### src/rtl/lsu_ctrl_if.sv
// Bundle of EXU request, data-memory handshake and WBU result signals for lsu_ctrl.
// The master side is the load/store controller; the slave side is the surrounding EXU/memory/WBU.
interface lsu_ctrl_if #(
   parameter int ADDR_WIDTH = 32,
   parameter int DATA_WIDTH = 32
);
   logic                    in_valid;
   logic                    in_ready;
   logic                    in_wen;
   logic [2:0]              in_sel;
   logic [ADDR_WIDTH-1:0]   in_addr;
   logic [DATA_WIDTH-1:0]   in_wdata;

   logic                    mem_req;
   logic                    mem_ack;
   logic                    mem_we;
   logic [ADDR_WIDTH-1:0]   mem_addr;
   logic [DATA_WIDTH/8-1:0] mem_wstrb;
   logic [DATA_WIDTH-1:0]   mem_wdata;
   logic                    mem_rvalid;
   logic [DATA_WIDTH-1:0]   mem_rdata;
   logic                    mem_err;

   logic                    out_valid;
   logic                    out_ready;
   logic [DATA_WIDTH-1:0]   out_data;
   logic                    out_err;

   modport master (
      input  in_valid, in_wen, in_sel, in_addr, in_wdata,
      input  mem_ack, mem_rvalid, mem_rdata, mem_err,
      input  out_ready,
      output in_ready,
      output mem_req, mem_we, mem_addr, mem_wstrb, mem_wdata,
      output out_valid, out_data, out_err
   );

   modport slave (
      output in_valid, in_wen, in_sel, in_addr, in_wdata,
      output mem_ack, mem_rvalid, mem_rdata, mem_err,
      output out_ready,
      input  in_ready,
      input  mem_req, mem_we, mem_addr, mem_wstrb, mem_wdata,
      input  out_valid, out_data, out_err
   );
endinterface

### src/rtl/lsu_ctrl.sv
// Load/store sequencer: takes one EXU access at a time, checks alignment, runs the word-aligned
// memory req/ack handshake with byte strobes, and returns extended load data or store completion.
module lsu_ctrl #(
   parameter int ADDR_WIDTH = 32,
   parameter int DATA_WIDTH = 32,
   parameter int TIMEOUT    = 255
) (
   input logic        clk,
   input logic        rst,
   lsu_ctrl_if.master bus
);

   localparam logic [1:0] IDLE = 2'd0;
   localparam logic [1:0] REQ  = 2'd1;
   localparam logic [1:0] WAIT = 2'd2;
   localparam logic [1:0] RESP = 2'd3;

   localparam logic [7:0] TIMEOUT_LAST = 8'(TIMEOUT - 1);

   logic [1:0]            state;
   logic [7:0]            wait_cnt;
   logic [2:0]            sel_q;
   logic                  wen_q;
   logic [1:0]            off_q;

   logic                  is_byte;
   logic                  is_half;
   logic                  aligned;
   logic [3:0]            strobe;
   logic [4:0]            shamt;
   logic [DATA_WIDTH-1:0] rshift;
   logic [DATA_WIDTH-1:0] load_data;

   // Request decode; any funct3 outside the byte/half codes behaves as a word access.
   always_comb begin
      is_byte = (bus.in_sel == 3'b000) || (bus.in_sel == 3'b100);
      is_half = (bus.in_sel == 3'b001) || (bus.in_sel == 3'b101);
      aligned = is_byte || (is_half && !bus.in_addr[0]) || (bus.in_addr[1:0] == 2'b00);
      shamt   = {bus.in_addr[1:0], 3'b000};
      if (is_byte)
         strobe = 4'b0001 << bus.in_addr[1:0];
      else if (is_half)
         strobe = 4'b0011 << bus.in_addr[1:0];
      else
         strobe = 4'b1111;
   end

   always_comb begin
      rshift = bus.mem_rdata >> {off_q, 3'b000};
      case (sel_q)
         3'b000:  load_data = {{(DATA_WIDTH-8){rshift[7]}}, rshift[7:0]};
         3'b100:  load_data = {{(DATA_WIDTH-8){1'b0}}, rshift[7:0]};
         3'b001:  load_data = {{(DATA_WIDTH-16){rshift[15]}}, rshift[15:0]};
         3'b101:  load_data = {{(DATA_WIDTH-16){1'b0}}, rshift[15:0]};
         default: load_data = bus.mem_rdata;
      endcase
   end

   always_ff @(posedge clk or negedge rst) begin
      if (!rst) begin
         state         <= IDLE;
         wait_cnt      <= '0;
         sel_q         <= '0;
         wen_q         <= 1'b0;
         off_q         <= '0;
         bus.in_ready  <= 1'b1;
         bus.mem_req   <= 1'b0;
         bus.mem_we    <= 1'b0;
         bus.mem_addr  <= '0;
         bus.mem_wstrb <= '0;
         bus.mem_wdata <= '0;
         bus.out_valid <= 1'b0;
         bus.out_data  <= '0;
         bus.out_err   <= 1'b0;
      end else begin
         case (state)
            IDLE: begin
               if (bus.in_valid) begin
                  sel_q        <= bus.in_sel;
                  wen_q        <= bus.in_wen;
                  off_q        <= bus.in_addr[1:0];
                  bus.in_ready <= 1'b0;
                  if (!aligned) begin
                     state         <= RESP;
                     bus.out_valid <= 1'b1;
                     bus.out_err   <= 1'b1;
                     bus.out_data  <= '0;
                  end else begin
                     state         <= REQ;
                     bus.mem_req   <= 1'b1;
                     bus.mem_we    <= bus.in_wen;
                     bus.mem_addr  <= {bus.in_addr[ADDR_WIDTH-1:2], 2'b00};
                     bus.mem_wstrb <= bus.in_wen ? strobe : 4'b0000;
                     bus.mem_wdata <= bus.in_wdata << shamt;
                  end
               end
            end
            REQ: begin
               if (bus.mem_ack) begin
                  bus.mem_req <= 1'b0;
                  wait_cnt    <= '0;
                  state       <= WAIT;
               end
            end
            // A response wins over the timeout when both land in the final wait cycle.
            WAIT: begin
               if (bus.mem_rvalid) begin
                  state         <= RESP;
                  bus.out_valid <= 1'b1;
                  bus.out_err   <= bus.mem_err;
                  bus.out_data  <= (bus.mem_err || wen_q) ? '0 : load_data;
               end else if (wait_cnt == TIMEOUT_LAST) begin
                  state         <= RESP;
                  bus.out_valid <= 1'b1;
                  bus.out_err   <= 1'b1;
                  bus.out_data  <= '0;
               end else begin
                  wait_cnt <= wait_cnt + 8'd1;
               end
            end
            RESP: begin
               if (bus.out_ready) begin
                  state         <= IDLE;
                  bus.out_valid <= 1'b0;
                  bus.out_err   <= 1'b0;
                  bus.out_data  <= '0;
                  bus.in_ready  <= 1'b1;
               end
            end
            default: state <= IDLE;
         endcase
      end
   end

endmodule

### src/flat_wrapper.sv
// flat-port wrapper written by rule: the top's interface ports become plain ports
module lsu_ctrl_flat 
#(
   parameter int ADDR_WIDTH = 32,
   parameter int DATA_WIDTH = 32,
   parameter int TIMEOUT    = 255
)
  (clk, rst, bus_in_valid, bus_in_wen, bus_in_sel, bus_in_addr, bus_in_wdata, bus_mem_ack, bus_mem_rvalid, bus_mem_rdata, bus_mem_err, bus_out_ready, bus_in_ready, bus_mem_req, bus_mem_we, bus_mem_addr, bus_mem_wstrb, bus_mem_wdata, bus_out_valid, bus_out_data, bus_out_err);
  lsu_ctrl_if #(.ADDR_WIDTH(ADDR_WIDTH), .DATA_WIDTH(DATA_WIDTH)) bus_i ();
  input logic clk;
  input logic rst;
  input wire logic [$bits(bus_i.in_valid)-1:0] bus_in_valid;
  input wire logic [$bits(bus_i.in_wen)-1:0] bus_in_wen;
  input wire logic [$bits(bus_i.in_sel)-1:0] bus_in_sel;
  input wire logic [$bits(bus_i.in_addr)-1:0] bus_in_addr;
  input wire logic [$bits(bus_i.in_wdata)-1:0] bus_in_wdata;
  input wire logic [$bits(bus_i.mem_ack)-1:0] bus_mem_ack;
  input wire logic [$bits(bus_i.mem_rvalid)-1:0] bus_mem_rvalid;
  input wire logic [$bits(bus_i.mem_rdata)-1:0] bus_mem_rdata;
  input wire logic [$bits(bus_i.mem_err)-1:0] bus_mem_err;
  input wire logic [$bits(bus_i.out_ready)-1:0] bus_out_ready;
  output wire logic [$bits(bus_i.in_ready)-1:0] bus_in_ready;
  output wire logic [$bits(bus_i.mem_req)-1:0] bus_mem_req;
  output wire logic [$bits(bus_i.mem_we)-1:0] bus_mem_we;
  output wire logic [$bits(bus_i.mem_addr)-1:0] bus_mem_addr;
  output wire logic [$bits(bus_i.mem_wstrb)-1:0] bus_mem_wstrb;
  output wire logic [$bits(bus_i.mem_wdata)-1:0] bus_mem_wdata;
  output wire logic [$bits(bus_i.out_valid)-1:0] bus_out_valid;
  output wire logic [$bits(bus_i.out_data)-1:0] bus_out_data;
  output wire logic [$bits(bus_i.out_err)-1:0] bus_out_err;
  assign bus_i.in_valid = bus_in_valid;
  assign bus_i.in_wen = bus_in_wen;
  assign bus_i.in_sel = bus_in_sel;
  assign bus_i.in_addr = bus_in_addr;
  assign bus_i.in_wdata = bus_in_wdata;
  assign bus_i.mem_ack = bus_mem_ack;
  assign bus_i.mem_rvalid = bus_mem_rvalid;
  assign bus_i.mem_rdata = bus_mem_rdata;
  assign bus_i.mem_err = bus_mem_err;
  assign bus_i.out_ready = bus_out_ready;
  assign bus_in_ready = bus_i.in_ready;
  assign bus_mem_req = bus_i.mem_req;
  assign bus_mem_we = bus_i.mem_we;
  assign bus_mem_addr = bus_i.mem_addr;
  assign bus_mem_wstrb = bus_i.mem_wstrb;
  assign bus_mem_wdata = bus_i.mem_wdata;
  assign bus_out_valid = bus_i.out_valid;
  assign bus_out_data = bus_i.out_data;
  assign bus_out_err = bus_i.out_err;
  lsu_ctrl #(.ADDR_WIDTH(ADDR_WIDTH), .DATA_WIDTH(DATA_WIDTH), .TIMEOUT(TIMEOUT)) u_core (.clk(clk), .rst(rst), .bus(bus_i));
endmodule
### config.mk
export PLATFORM = sky130hd
export DESIGN_NAME = lsu_ctrl_flat
export DESIGN_NICKNAME = d
export VERILOG_FILES = /design/src/rtl/lsu_ctrl_if.sv /design/src/rtl/lsu_ctrl.sv /design/src/flat_wrapper.sv
export SDC_FILE = /design/constraint.sdc
export NUM_CORES = 1
export LEC_CHECK = 0
export BUFFER_PORTS_ARGS = -buffer_cell sky130_fd_sc_hd__buf_2
export CAP_MARGIN = 20
export CORE_ASPECT_RATIO = 0.5
export CORE_UTILIZATION = 50
export CTS_CLUSTER_SIZE = 24
export DETAILED_ROUTE_END_ITERATION = 10
export PLACE_DENSITY = 0.86
export SLEW_MARGIN = 20
export SYNTH_ARGS = -nofsm -noshare
export SYNTH_HDL_FRONTEND = slang
export SYNTH_SLANG_ARGS = --single-unit
export TNS_END_PERCENT = 30
### constraint.sdc
create_clock -name clk -period 2.36 [get_ports clk]
set_input_delay 0.354 -clock clk [delete_from_list [all_inputs] [get_ports clk]]
set_output_delay 0.354 -clock clk [all_outputs]
set_load 0.01 [all_outputs]
==> impl_metrics.json <==
{
  "status": "finished, final reports clean",
  "first_iter_violations": 329,
  "async_reset_ff_frac": 1.00,
  "final_area_um2": 7670,
  "multi_input_area_um2": 2650,
  "crit_slowest_cell": "a2111o_2",
  "netlist_instances": 570,
  "n_antenna_cell": 0,
  "dpl_cell_area_um2": 7050,
  "syn_area_um2": 5850,
  "htree_levels": 4,
  "hold_viol": 0,
  "start_util": 0.524,
  "syn_area_per_cell_um2": 10.3,
  "synth_most_common_cell": "dfrtp_1",
  "area_delta_synth_final_pct": 31.0,
  "post-place-ws_ps": 84.9,
  "grt_pass1_vias": 5107,
  "fillCellCount": 872,
  "fin_tns_setup_ps": 0,
  "post-route-util": 0.686,
  "grt_setup_unrepaired": "no",
  "cts_made_buffers": 17,
  "viasPerCell": 5.43,
  "ys_seq_area_frac": 0.509,
  "finClkSkew_ps": 13.2,
  "grt_max_degree": 51,
  "yosysWarnings": 0,
  "drive_above_1_share": 0.388,
  "clockBufferDepth": 2,
  "startpoint_type": "flop",
  "cp.required_ps": 2660,
  "hold_slack_ps": 170,
  "fmax_mhz": 442,
  "postCtsSetupBuffers": 0,
  "cts_tree": "built",
  "cts_root_buf": "clkbuf_16",
  "p_leak_uw": 0.00381,
  "synth_top_cell_area_share": 0.504,
  "hold_path.class": "in -> reg",
  "grt-ovfl-total": 0,
  "place_hpwl_um": 11100,
  "via_count": 5141,
  "fin_ws_ps": 96.0,
  "wl_per_cell_um": 16.9,
  "clkSinkCount": 119,
  "end_kind": "flop",
  "maxCapViolCount": 0,
  "cp_max_fo": 44,
  "routed_wl_um": 16000,
  "drc": 0,
  "grt_usage": 0.271,
  "grt_pass1_wl_um": 25500,
  "path_cells": "inv_1, ha_2, nand2b_1, o21ai_0, a2111o_2, buf_4, o31ai_1",
  "tightest_slew_ps": 763,
  "dr.pass1.iters": 5,
  "yosysUniqueCellTypes": 46,
  "dieArea_um2": 12200,
  "ant_nets": 0,
  "die_h_um": 78.5,
  "synth_top_cell_by_area": "dfrtp_1",
  "setup_viol": 0,
  "ios": 212,
  "ys_ff_latch": 119,
  "gp_congestion": 0.857,
  "critPathKind": "reg -> reg",
  "worstSkewPairLatency_ps": 410,
  "nets": 894,
  "period_share": 0.959,
  "io_buffers": 209,
  "slew_headroom": 0.491,
  "ir_drop_v": 0.000598,
  "coreArea_um2": 11200,
  "antenna_found_initial": 1,
  "powerDensity_nw_per_um2": 1220,
  "die_w_um": 155,
  "critical-path-max-stage-delay_ps": 470,
  "cp.arrival_ps": 2570,
  "path_clk_slew_ps": 60,
  "netlist_top_cells_count": "118 x dfrtp_1, 88 x nand2_1, 44 x nor2_1",
  "period_minus_slack_ps": 2260,
  "synthFlopType": "dfrtp_1",
  "rows": 27,
  "synth_edf_count": 0,
  "seq_area_um2": 2980,
  "slew_viol_final": 0,
  "synth_area_leaders": "dfrtp_1 50%, mux2_2 8.1%, nand2_1 5.6%"
}
worst max-delay path: cells and delay by family, from the launching register on:
family | cells | cell delay, ps
compound gates | 3 | 920
fa+ha+maj | 1 | 270
flops | 1 | 400
buf+inv | 2 | 400
simple gates | 1 | 150
power by group:
| group | internal [uW] | switching [uW] |
|---|---|---|
| Clock | 1680 | 918 |
| Combinational | 1480 | 2060 |
| Sequential | 2790 | 471 |
cell type report:
cell class                 count  share of cell area
sequential                   119               0.388
multi-input combinational    401               0.345
timing repair buffer         225               0.158
clock buffer                  23              0.0649
tap                          159              0.0259
clock inverter                 8              0.0124
inverter                      12             0.00587
per-layer routing:
layer,track usage,share of wire,vias to the layer above
li1,-,-,2424
met1,0.334,0.42,2480
met2,0.458,0.49,193
met3,0.0607,0.056,44
met4,0.126,0.031,0
met5,0,0,-
path summary, 6_finish.rpt:
check,start,to,slack (ps),cells after the start
setup / recovery,u_core.state[1],u_core.bus.out_data[27],100,7
hold / removal,bus_in_addr[26],u_core.bus.mem_addr[26],170,2
setup reg to reg,u_core.state[1],u_core.bus.out_data[27],100,7
hold reg to reg,u_core.bus.mem_wdata[9],u_core.bus.mem_wdata[9],470,2
max in group asynchronous,rst,u_core.bus.mem_addr[22],1150,3
min in group asynchronous,rst,u_core.bus.mem_addr[28],520,2
cell usage in the layout, fill, tap and decap left out, types with 3 or more instances in the layout:
master / synthesis / layout
o22ai_1: 7 / 7
nand2b_1: 3 / 3
nor2_1: 44 / 44
o221ai_1: 4 / 4
buf_4: 2 / 13
ha_1: 11 / 9
dfrtp_1: 118 / 118
buf_2: 9 / 208
nand4_1: 4 / 4
nand2_1: 88 / 88
nor2b_1: 11 / 11
inv_1: 12 / 12
o21ai_0: 43 / 43
clkbuf_16: 0 / 17
o31ai_1: 36 / 36
a22oi_1: 3 / 3
a21oi_1: 25 / 24
xnor2_1: 5 / 5
clkinv_2: 0 / 4
buf_12: 0 / 3
mux2_2: 42 / 42
o21ai_1: 3 / 3
mux2i_1: 28 / 28
a211oi_1: 14 / 14
nand3_1: 5 / 4
clkbuf_8: 0 / 5
flip-flops by register name, summed over array words and instances (netlist names):
name                  count
u_core.bus.mem_wdata     32
u_core.bus.out_data      32
u_core.bus.mem_addr      30
u_core.wait_cnt           8
u_core.bus.mem_wstrb      4
u_core.sel_q              3
u_core.off_q              2
u_core.state              2
u_core.bus.in_ready       1
u_core.bus.mem_req        1
u_core.bus.mem_we         1
u_core.bus.out_err        1
u_core.bus.out_valid      1
u_core.wen_q              1
metrics by stage:
step | total power, uW | std cells
after floorplan | 5540 | 571
after global placement | 6570 | 915
after detailed placement | 6730 | 915
after CTS | 9380 | 947
after global routing | 9920 | 947
final | 9390 | 947
timing repair:
action                     4_1_cts  5_1_grt
hold endpoints to repair         9        0
gates resized for setup          0        4
setup endpoints to repair        0       24
hold buffers                     1        0
cells by family (layout without fill, tap and decap cells):
kind of cell               after synthesis  after routing  share of synthesized area
DFF                                    119            119                      0.509
other                                    1              2                   0.000641
muxes                                   72             72                      0.135
and+or+nand+nor                        164            164                      0.120
xor gates and xnor gates                 5              5                    0.00748
buffers and inverters                   51            268                     0.0449
AOI/OAI and AO/OA                      147            147                      0.160
adders and majority gates               11             11                     0.0235
Note: power is estimated with default switching activity, not from simulation.
